**src/rtl/hilo_pkg.sv**
```systemverilog
// Shared types and constants for the HI/LO result controller.
package hilo_pkg;

  localparam int unsigned DATA_W       = 32;
  localparam int unsigned CNT_W        = 6;
  localparam int unsigned DEF_MULT_LAT = 2;
  localparam int unsigned DEF_DIV_LAT  = 33;

  localparam logic OP_MULT = 1'b0;
  localparam logic OP_DIV  = 1'b1;

  typedef enum logic [1:0] {
    IDLE = 2'd0,
    WAIT = 2'd1,
    DONE = 2'd2
  } state_t;

  typedef struct packed {
    logic [DATA_W-1:0] hi;
    logic [DATA_W-1:0] lo;
  } hilo_t;

endpackage

```
**src/rtl/hilo_ctrl_lat_counter.sv**
```systemverilog
// Loadable 6-bit latency down-counter with a zero flag.
module lat_counter
  import hilo_pkg::*;
(
  input  logic             clock,
  input  logic             reset_n,
  input  logic             load,
  input  logic [CNT_W-1:0] load_val,
  input  logic             dec,
  output logic             zero_c
);

  logic [CNT_W-1:0] cnt;

  // Load has priority; decrement saturates at zero.
  always_ff @(posedge clock) begin
    if (!reset_n) begin
      cnt <= '0;
    end else if (load) begin
      cnt <= load_val;
    end else if (dec && (cnt != '0)) begin
      cnt <= cnt - CNT_W'(1);
    end
  end

  assign zero_c = (cnt == '0);

endmodule

```
**src/rtl/hilo_ctrl.sv**
```systemverilog
// HI/LO register controller: waits out multiplier/divider latency, then captures the result.
module hilo_ctrl
  import hilo_pkg::*;
#(
  parameter int unsigned MULT_LAT = DEF_MULT_LAT,
  parameter int unsigned DIV_LAT  = DEF_DIV_LAT
) (
  input  logic              clock,
  input  logic              reset_n,
  input  logic              op_start,
  input  logic              op_sel,
  input  logic [DATA_W-1:0] mult_hi,
  input  logic [DATA_W-1:0] mult_lo,
  input  logic [DATA_W-1:0] div_rem,
  input  logic [DATA_W-1:0] div_quo,
  input  logic              div_zero,
  input  logic              mthi,
  input  logic              mtlo,
  input  logic [DATA_W-1:0] wdata,
  output logic [DATA_W-1:0] hi,
  output logic [DATA_W-1:0] lo,
  output logic              busy,
  output logic              done,
  output logic              dz_err
);

  state_t           state, state_nxt;
  logic             op_q;
  logic             cnt_zero_c, cnt_load_c, cnt_dec_c;
  logic [CNT_W-1:0] lat_val_c;
  hilo_t            hilo_q, hilo_nxt;
  logic             busy_nxt, done_nxt, dz_nxt;

  lat_counter u_lat_counter (
    .clock    (clock),
    .reset_n  (reset_n),
    .load     (cnt_load_c),
    .load_val (lat_val_c),
    .dec      (cnt_dec_c),
    .zero_c   (cnt_zero_c)
  );

  // State register
  always_ff @(posedge clock) begin
    if (!reset_n) state <= IDLE;
    else          state <= state_nxt;
  end

  // Next-state logic
  always_comb begin
    state_nxt = state;
    case (state)
      IDLE:    if (op_start)   state_nxt = WAIT;
      WAIT:    if (cnt_zero_c) state_nxt = DONE;
      DONE:    state_nxt = IDLE;
      default: state_nxt = IDLE;
    endcase
  end

  // Output / datapath decode; moves only land in IDLE when no op is starting
  always_comb begin
    cnt_load_c = 1'b0;
    cnt_dec_c  = 1'b0;
    lat_val_c  = op_sel ? CNT_W'(DIV_LAT - 1) : CNT_W'(MULT_LAT - 1);
    hilo_nxt   = hilo_q;
    busy_nxt   = 1'b0;
    done_nxt   = 1'b0;
    dz_nxt     = 1'b0;
    case (state)
      IDLE: begin
        cnt_load_c = op_start;
        busy_nxt   = op_start;
        if (!op_start) begin
          if (mthi) hilo_nxt.hi = wdata;
          if (mtlo) hilo_nxt.lo = wdata;
        end
      end
      WAIT: begin
        cnt_dec_c = !cnt_zero_c;
        busy_nxt  = !cnt_zero_c;
        if (cnt_zero_c) begin
          done_nxt = 1'b1;
          if (op_q == OP_DIV) begin
            dz_nxt = div_zero;
            if (!div_zero) hilo_nxt = '{hi: div_rem, lo: div_quo};
          end else begin
            hilo_nxt = '{hi: mult_hi, lo: mult_lo};
          end
        end
      end
      default: ;
    endcase
  end

  // Result registers and registered status outputs
  always_ff @(posedge clock) begin
    if (!reset_n) begin
      hilo_q <= '0;
      op_q   <= OP_MULT;
      busy   <= 1'b0;
      done   <= 1'b0;
      dz_err <= 1'b0;
    end else begin
      hilo_q <= hilo_nxt;
      if (cnt_load_c) op_q <= op_sel;
      busy   <= busy_nxt;
      done   <= done_nxt;
      dz_err <= dz_nxt;
    end
  end

  assign hi = hilo_q.hi;
  assign lo = hilo_q.lo;

endmodule

```
**config.mk**
```make
export PLATFORM = sky130hd
export DESIGN_NAME = hilo_ctrl
export DESIGN_NICKNAME = d
export VERILOG_FILES = /design/src/rtl/hilo_pkg.sv /design/src/rtl/hilo_ctrl_lat_counter.sv /design/src/rtl/hilo_ctrl.sv
export SDC_FILE = /design/constraint.sdc
export NUM_CORES = 1
export LEC_CHECK = 0
export ABC_AREA = 1
export CAP_MARGIN = 40
export CORE_MARGIN = 4
export CORE_UTILIZATION = 38
export CTS_BUF_LIST = sky130_fd_sc_hd__clkbuf_4 sky130_fd_sc_hd__clkbuf_8
export CTS_CLUSTER_DIAMETER = 30
export DETAILED_ROUTE_END_ITERATION = 8
export PLACE_DENSITY = 0.79
export SYNTH_ARGS = -nofsm -noshare
export SYNTH_HDL_FRONTEND = slang
export SYNTH_SLANG_ARGS = --single-unit
```
**constraint.sdc**
```tcl
create_clock -name clock -period 1.3 [get_ports clock]
set_input_delay 0.195 -clock clock [delete_from_list [all_inputs] [get_ports clock]]
set_output_delay 0.195 -clock clock [all_outputs]
set_load 0.005 [all_outputs]
```
# After elaboration in Yosys (flattened, before gate mapping)
# Cells that the tools add are included.
# W data, S select, Z words.
totals:
  register_bits: 76
  inputBits: 167
  out_inout_bits: 67
  word_cells: 45
classes:
  add_sub_neg: 1
  n_eq_ne: 7
  muxes: 17
  n_reduce_logical: 12
op_table:
  columns: ["cell", "count"]
  rows:
  - ["$mux W64", 4]
  - ["$pmux W64 S2", 1]
  - ["$mux W32", 2]
  - ["$mux W6", 3]
  - ["$ne A2 B2 Y1 const B", 5]
  - ["$reduce_and A5 Y1", 2]
  - ["$logic_not A6 Y1", 1]
  - ["$reduce_bool A6 Y1", 1]
  - ["$sub A6 B1 Y6 const B", 1]
  - ["$mux W2", 2]
  - ["$pmux W2 S2", 1]
  - ["$reduce_and A2 Y1", 2]
  - ["$reduce_and A4 Y1", 1]
  - ["$reduce_bool A2 Y1", 2]
  - ["$mux W1", 3]
  - ["$ne A3 B3 Y1 const B", 1]
  - ["$eq A2 B1 Y1 const B", 1]
  - ["$logic_not A2 Y1", 1]
  - ["$pmux W1 S2", 1]
  - ["$logic_and A1 B1 Y1", 1]
  - ["$logic_not A1 Y1", 1]

# Longest topological paths before layout
# Gate-level depths: netlist of run 1.
depth:
  word_depth: 6
  depth_mapped: 10
  depth_no_buf: 9

# Cells and area by module
# Synthesis of run 1 repeated with hierarchy kept, for this count alone.
hier_totals:
  hier_cells: 803
  area_unflattened_um2: 4742.0
by_module_without_submodules:
  columns: ["module", "n_inst", "cells_each", "area_each_um2", "seq_area_each_um2"]
  rows:
  - ["hilo_ctrl", 1, 734, 4314.1, 1401.3]
  - ["lat_counter", 1, 69, 427.9, 120.1]

# Worst setup path before layout of run 1
# No wires, ideal clock.
synth_timing:
  path_type: "register to register"
  startpoint: "register u_lat_counter.cnt[0]"
  endpoint: "register hilo_q (netlist bit hi[21])"
  setup_time_ps: 115
  t_arrival_ps: 1280
  required_ps: 1185
  slack_ps: -95
  stages_incl_launch_ff: 9
  path_buffers: 2
  synth_period_minus_slack_ps: 1395
  path_cell_list: "dfxtp_1 -> inv_1 -> ha_1 -> nand3_1 -> nand2_2 -> buf_6 -> buf_2 -> a21oi_1 -> nor2_1"
synth_via:
  elab_chain_len: 3
synth_lines:
  columns: ["item", "line_no", "text"]
  rows:
  - ["start, declared", "hilo_ctrl_lat_counter.sv:13", "logic [CNT_W-1:0] cnt;"]
  - ["start signal, assigned", "hilo_ctrl_lat_counter.sv:20", "cnt <= load_val;"]
  - ["start signal, assigned", "hilo_ctrl_lat_counter.sv:22", "cnt <= cnt - CNT_W'(1);"]
  - ["$logic_not A6 Y1", "hilo_ctrl_lat_counter.sv:26", "assign zero_c = (cnt == '0);"]
  - ["$ne A2 B2 Y1 (no line)", null, null]
  - ["$reduce_and A5 Y1 (no line)", null, null]
  - ["end signal, assigned", "hilo_ctrl.sv:104", "hilo_q <= hilo_nxt;"]
  - ["end, declared", "hilo_ctrl.sv:31", "hilo_t hilo_q, hilo_nxt;"]
# No other way between the ends.
# A chain may end at the register's enable or synchronous reset.

# Worst setup path in the final report of run 1
layout_timing:
  startpoint: "register state[1]"
  endpoint: "register hilo_q (netlist bit hi[5])"
layout_via:
  elab_chain_len: 3
  word_cells_on_any_way: 9
  classes_between: "eq/ne: 5; mux: 1; reduce/logical: 3"
layout_lines:
  columns: ["item", "line_no", "text"]
  rows:
  - ["start, declared", "hilo_ctrl.sv:27", "state_t state, state_nxt;"]
  - ["start signal, assigned", "hilo_ctrl.sv:46", "else state <= state_nxt;"]
  - ["$eq A2 B1 Y1 / $logic_not A2 Y1 (equally long branches)", "hilo_ctrl.sv:69", "case (state)"]
  - ["$ne A3 B3 Y1 (no line) (tied with other cells)", null, null]
  - ["$reduce_and A5 Y1 (no line)", null, null]
# Parallel ways exist; a longest one is shown, timed or not.

==> metrics.json, run 1 <==
{
  "nets": {"value": 1228},
  "timing.final.crit_period": {"value": 1.49, "unit": "ns"},
  "placed_area": {"value": 0.00749, "unit": "sq mm"},
  "avg_wl_per_cell": {"value": 16.8, "unit": "microns"},
  "gp_congestion": {"value": 0.845},
  "total_routing_resource_utilization_after_global_routing": {"value": 26.4, "unit": "%"},
  "yosys-top-cells-area": {"value": "sky130_fd_sc_hd__dfxtp_1, sky130_fd_sc_hd__nand2_1, sky130_fd_sc_hd__a21oi_1"},
  "drc": {"value": 0},
  "synth_ff_type": {"value": "sky130_fd_sc_hd__dfxtp_1"},
  "core_area": {"value": 0.0121, "unit": "sq mm"},
  "drtPass1Iterations": {"value": 4},
  "met2_length": {"value": 9920, "unit": "microns"},
  "detailed_route_wire_length": {"value": 20700, "unit": "microns"},
  "grt_overflow_total": {"value": 0},
  "share_clk_of_total_power": {"value": 14.8, "unit": "%"},
  "yosys.cell_types.count": {"value": 24},
  "die_w": {"value": 120, "unit": "microns"},
  "antenna-diode-count": {"value": 0},
  "report.power.total": {"value": 11900, "unit": "uW"},
  "p_leak": {"value": 0.00425, "unit": "uW"},
  "worstReg2RegStart": {"value": "state[1]"},
  "min-delay-start": {"value": "reset_n"},
  "worstSetupEndpointType": {"value": "register"},
  "slew_headroom": {"value": 78.5, "unit": "%"},
  "viasPerCell": {"value": 5.07},
  "synth_top_cell_by_area": {"value": "sky130_fd_sc_hd__dfxtp_1"},
  "cts_inserted_buffers": {"value": 9},
  "timing.final.crit_share": {"value": 115, "unit": "%"},
  "cts.path.max_buffers": {"value": 2},
  "finalMaxSlewViolations": {"value": 0},
  "cells_after_synth": {"value": 792},
  "cts_htree_levels": {"value": 3},
  "p_int": {"value": 7320, "unit": "uW"},
  "design.portCount": {"value": 234},
  "crit_path_start": {"value": "state[1]"},
  "post_synthesis_xor_xnor_area_fraction": {"value": 0, "unit": "%"},
  "synthAdderAreaFrac": {"value": 0.528, "unit": "%"},
  "yosys.cell_count.top_type": {"value": "sky130_fd_sc_hd__nand2_1"},
  "synth_area_in_compound_gates": {"value": 18.3, "unit": "%"},
  "port-buffer-count": {"value": 233},
  "synth_top_area_share": {"value": 32.1, "unit": "%"},
  "p_comb_share": {"value": 58.1, "unit": "%"},
  "nets_in_the_synthesized_netlist": {"value": 961},
  "rsz0062_at_grt": {"value": "true"},
  "power_switching": {"value": 4530, "unit": "uW"},
  "synth.cells.most_frequent": {"value": "sky130_fd_sc_hd__nand2_1, sky130_fd_sc_hd__a21oi_1, sky130_fd_sc_hd__dfxtp_1"},
  "placed_cells": {"value": 1182},
  "vias_in_the_first_global_route": {"value": 5933},
  "crit_path_max_fanout": {"value": 19},
  "post_cts_hold_buffer_count": {"value": 0},
  "route.vias.total": {"value": 6247},
  "start_kind": {"value": "register"},
  "setup_ws": {"value": -0.192, "unit": "ns"},
  "finalSetupViolations": {"value": 67},
  "grt_pass1_wl": {"value": 30100, "unit": "microns"},
  "hpwlAfterDp": {"value": 13300, "unit": "microns"},
  "power.density": {"value": 1330, "unit": "mW/mm^2"},
  "grt_antenna_before_repair": {"value": 0},
  "synth_top_family_by_area": {"value": "simple AND/OR/NAND/NOR gates"},
  "vdd_drop_max": {"value": 631, "unit": "uV"},
  "criticalPathCategory": {"value": "reg2reg"},
  "max-cap-violations": {"value": 0},
  "wire_length_on_met1": {"value": 8290, "unit": "microns"},
  "synthesis.area_per_instance": {"value": 5.98, "unit": "sq um"},
  "sequentialPowerShare": {"value": 27.2, "unit": "%"},
  "worst-slew-pin-transition": {"value": 0.320, "unit": "ns"},
  "asyncSetResetFlopFracSynth": {"value": 0, "unit": "%"},
  "layoutNonFillerInstCount": {"value": 1232},
  "initialDrtViolationCount": {"value": 328},
  "grt_start_max_net_pins": {"value": 67},
  "post_synthesis_cell_area": {"value": 0.00474, "unit": "sq mm"},
  "yosys_register_bits": {"value": 76},
  "die-height": {"value": 120, "unit": "microns"},
  "status": {"value": "complete, but fails checks"},
  "clock_skew": {"value": 0.00956, "unit": "ns"},
  "tritoncts": {"value": "done"},
  "wl_met3": {"value": 1650, "unit": "microns"},
  "design.die.area": {"value": 0.0143, "unit": "sq mm"},
  "finish.utilization": {"value": 73.7, "unit": "%"},
  "detailedPlace.worstSlack": {"value": -0.315, "unit": "ns"},
  "clkLatencyLatePin": {"value": 0.35, "unit": "ns"},
  "hold_path.class": {"value": "in2reg"},
  "edff_count_synth": {"value": 0},
  "ys_warn_count": {"value": 0},
  "achievable-frequency": {"value": 670, "unit": "MHz"},
  "top_layer_used": {"value": "met4"},
  "cp_data_required_time": {"value": 1.53, "unit": "ns"},
  "final_layout_size_suffix_gt1_share": {"value": 21.6, "unit": "%"},
  "numClockSinks": {"value": 76},
  "syn_to_final_growth": {"value": 88.5, "unit": "%"},
  "hold_violations": {"value": 0},
  "cts-root-buf": {"value": "sky130_fd_sc_hd__clkbuf_8"},
  "power_switching_share": {"value": 38.2, "unit": "%"},
  "postRouteAntennaNets": {"value": 0},
  "worst_setup_hold_path_clk_slew": {"value": 0.08, "unit": "ns"},
  "simple_gate_area_share_of_the_yosys_netlist": {"value": 37.1, "unit": "%"},
  "final_area": {"value": 0.00893, "unit": "sq mm"},
  "synth_seq_area_share": {"value": 32.1, "unit": "%"},
  "placementRows": {"value": 40},
  "synth_mux_area_share": {"value": 0, "unit": "%"},
  "initial_core_util": {"value": 39.1, "unit": "%"},
  "data_arrival_time_of_the_critical_path": {"value": 1.73, "unit": "ns"},
  "violations": {"value": "negative setup slack"}
}
==> worst max-delay path: stages (launching register included) <==
cell	delay, ns
sky130_fd_sc_hd__dfxtp_2	0.36
sky130_fd_sc_hd__inv_4	0.06
sky130_fd_sc_hd__nand2_4	0.11
sky130_fd_sc_hd__inv_6	0.06
sky130_fd_sc_hd__buf_12	0.16
sky130_fd_sc_hd__buf_4	0.15
sky130_fd_sc_hd__a21oi_1	0.23
sky130_fd_sc_hd__nand3_2	0.12
sky130_fd_sc_hd__nand2_1	0.08
sky130_fd_sc_hd__nor2_1	0.04
==> per-stage QoR <==
step                TNS (ns)  hold slack, ns
floorplan             -0.861           0.364
global placement      -16.55           0.459
detailed placement    -19.07           0.467
CTS                    -3.78           0.147
global route          -11.40           0.183
finish                 -6.93           0.189
==> kinds of logic (layout without fill, tap and decap cells) <==
family,count (synthesis),count (layout)
buf+inv,108,380
fa+ha+maj,2,2
flops,76,76
compound gates,172,172
simple gates,434,434
==> worst paths after layout <==
check	to	slack [ns]	depth (start not counted)
max	hi[5]	-0.19	9
min	state[1]	0.19	3
max reg2reg	hi[5]	-0.19	9
min reg2reg	hi[14]	0.47	2
==> sequential cells by signal (all words and copies together), names as in the netlist <==
register / count
busy: 1
done: 1
dz_err: 1
hi: 32
lo: 32
op_q: 1
state: 2
u_lat_counter.cnt: 6
==> area by class of cell <==
type / instances / area (sq um)
Fill cell: 1019 / 3180
Tap cell: 168 / 210
Inverter: 45 / 184
Sequential cell: 76 / 1540
Timing Repair Buffer: 319 / 3610
Clock buffer: 15 / 188
Multi-Input combinational cell: 608 / 3180
Clock inverter: 1 / 5.00
==> layer usage <==
metal / vias up / GRT usage, %
met5: - / 0
met2: 286 / 45.9
met3: 61 / 6.03
li1: 3098 / -
met4: 0 / 11.9
met1: 2802 / 30.7
==> power by group through the flow <==
stage / clock [uW] / combinational [uW] / sequential [uW]
floorplan: 0 / 2740 / 3200
global placement: 0 / 5070 / 3190
finish: 1750 / 6880 / 3220
CTS: 1790 / 6140 / 3170
detailed placement: 0 / 5150 / 3190
global route: 1890 / 7440 / 3270
==> what timing repair did <==
| item | CTS | global route |
|---|---|---|
| cloned | 14 | 7 |
| setup buffers | 18 | 2 |
| pin swaps | 13 | 44 |
| setup endpoints to repair | 137 | 70 |
| gates resized for setup | 167 | 78 |
==> placed cells by master, fill, tap and decap left out, types with 12 or more instances in the layout <==
master and instances:
sky130_fd_sc_hd__inv_1 37, sky130_fd_sc_hd__a21oi_2 40, sky130_fd_sc_hd__buf_12 20, sky130_fd_sc_hd__dfxtp_1 62, sky130_fd_sc_hd__nand2_1 268, sky130_fd_sc_hd__buf_16 13
sky130_fd_sc_hd__clkbuf_8 12, sky130_fd_sc_hd__dlygate4sd2_1 67, sky130_fd_sc_hd__nor2_1 67, sky130_fd_sc_hd__nand3_2 29, sky130_fd_sc_hd__a21oi_1 116, sky130_fd_sc_hd__nand3_1 43
sky130_fd_sc_hd__buf_4 31, sky130_fd_sc_hd__dfxtp_2 12, sky130_fd_sc_hd__clkdlybuf4s50_1 165
Power figures use the tool's default switching activity.
==> run 2, diff against run 1 <==
Settings changed: CAP_MARGIN 40 to unset.
==> results of run 2 <==
Same layout as run 1: the final DEF is identical, and so are final timing and power.
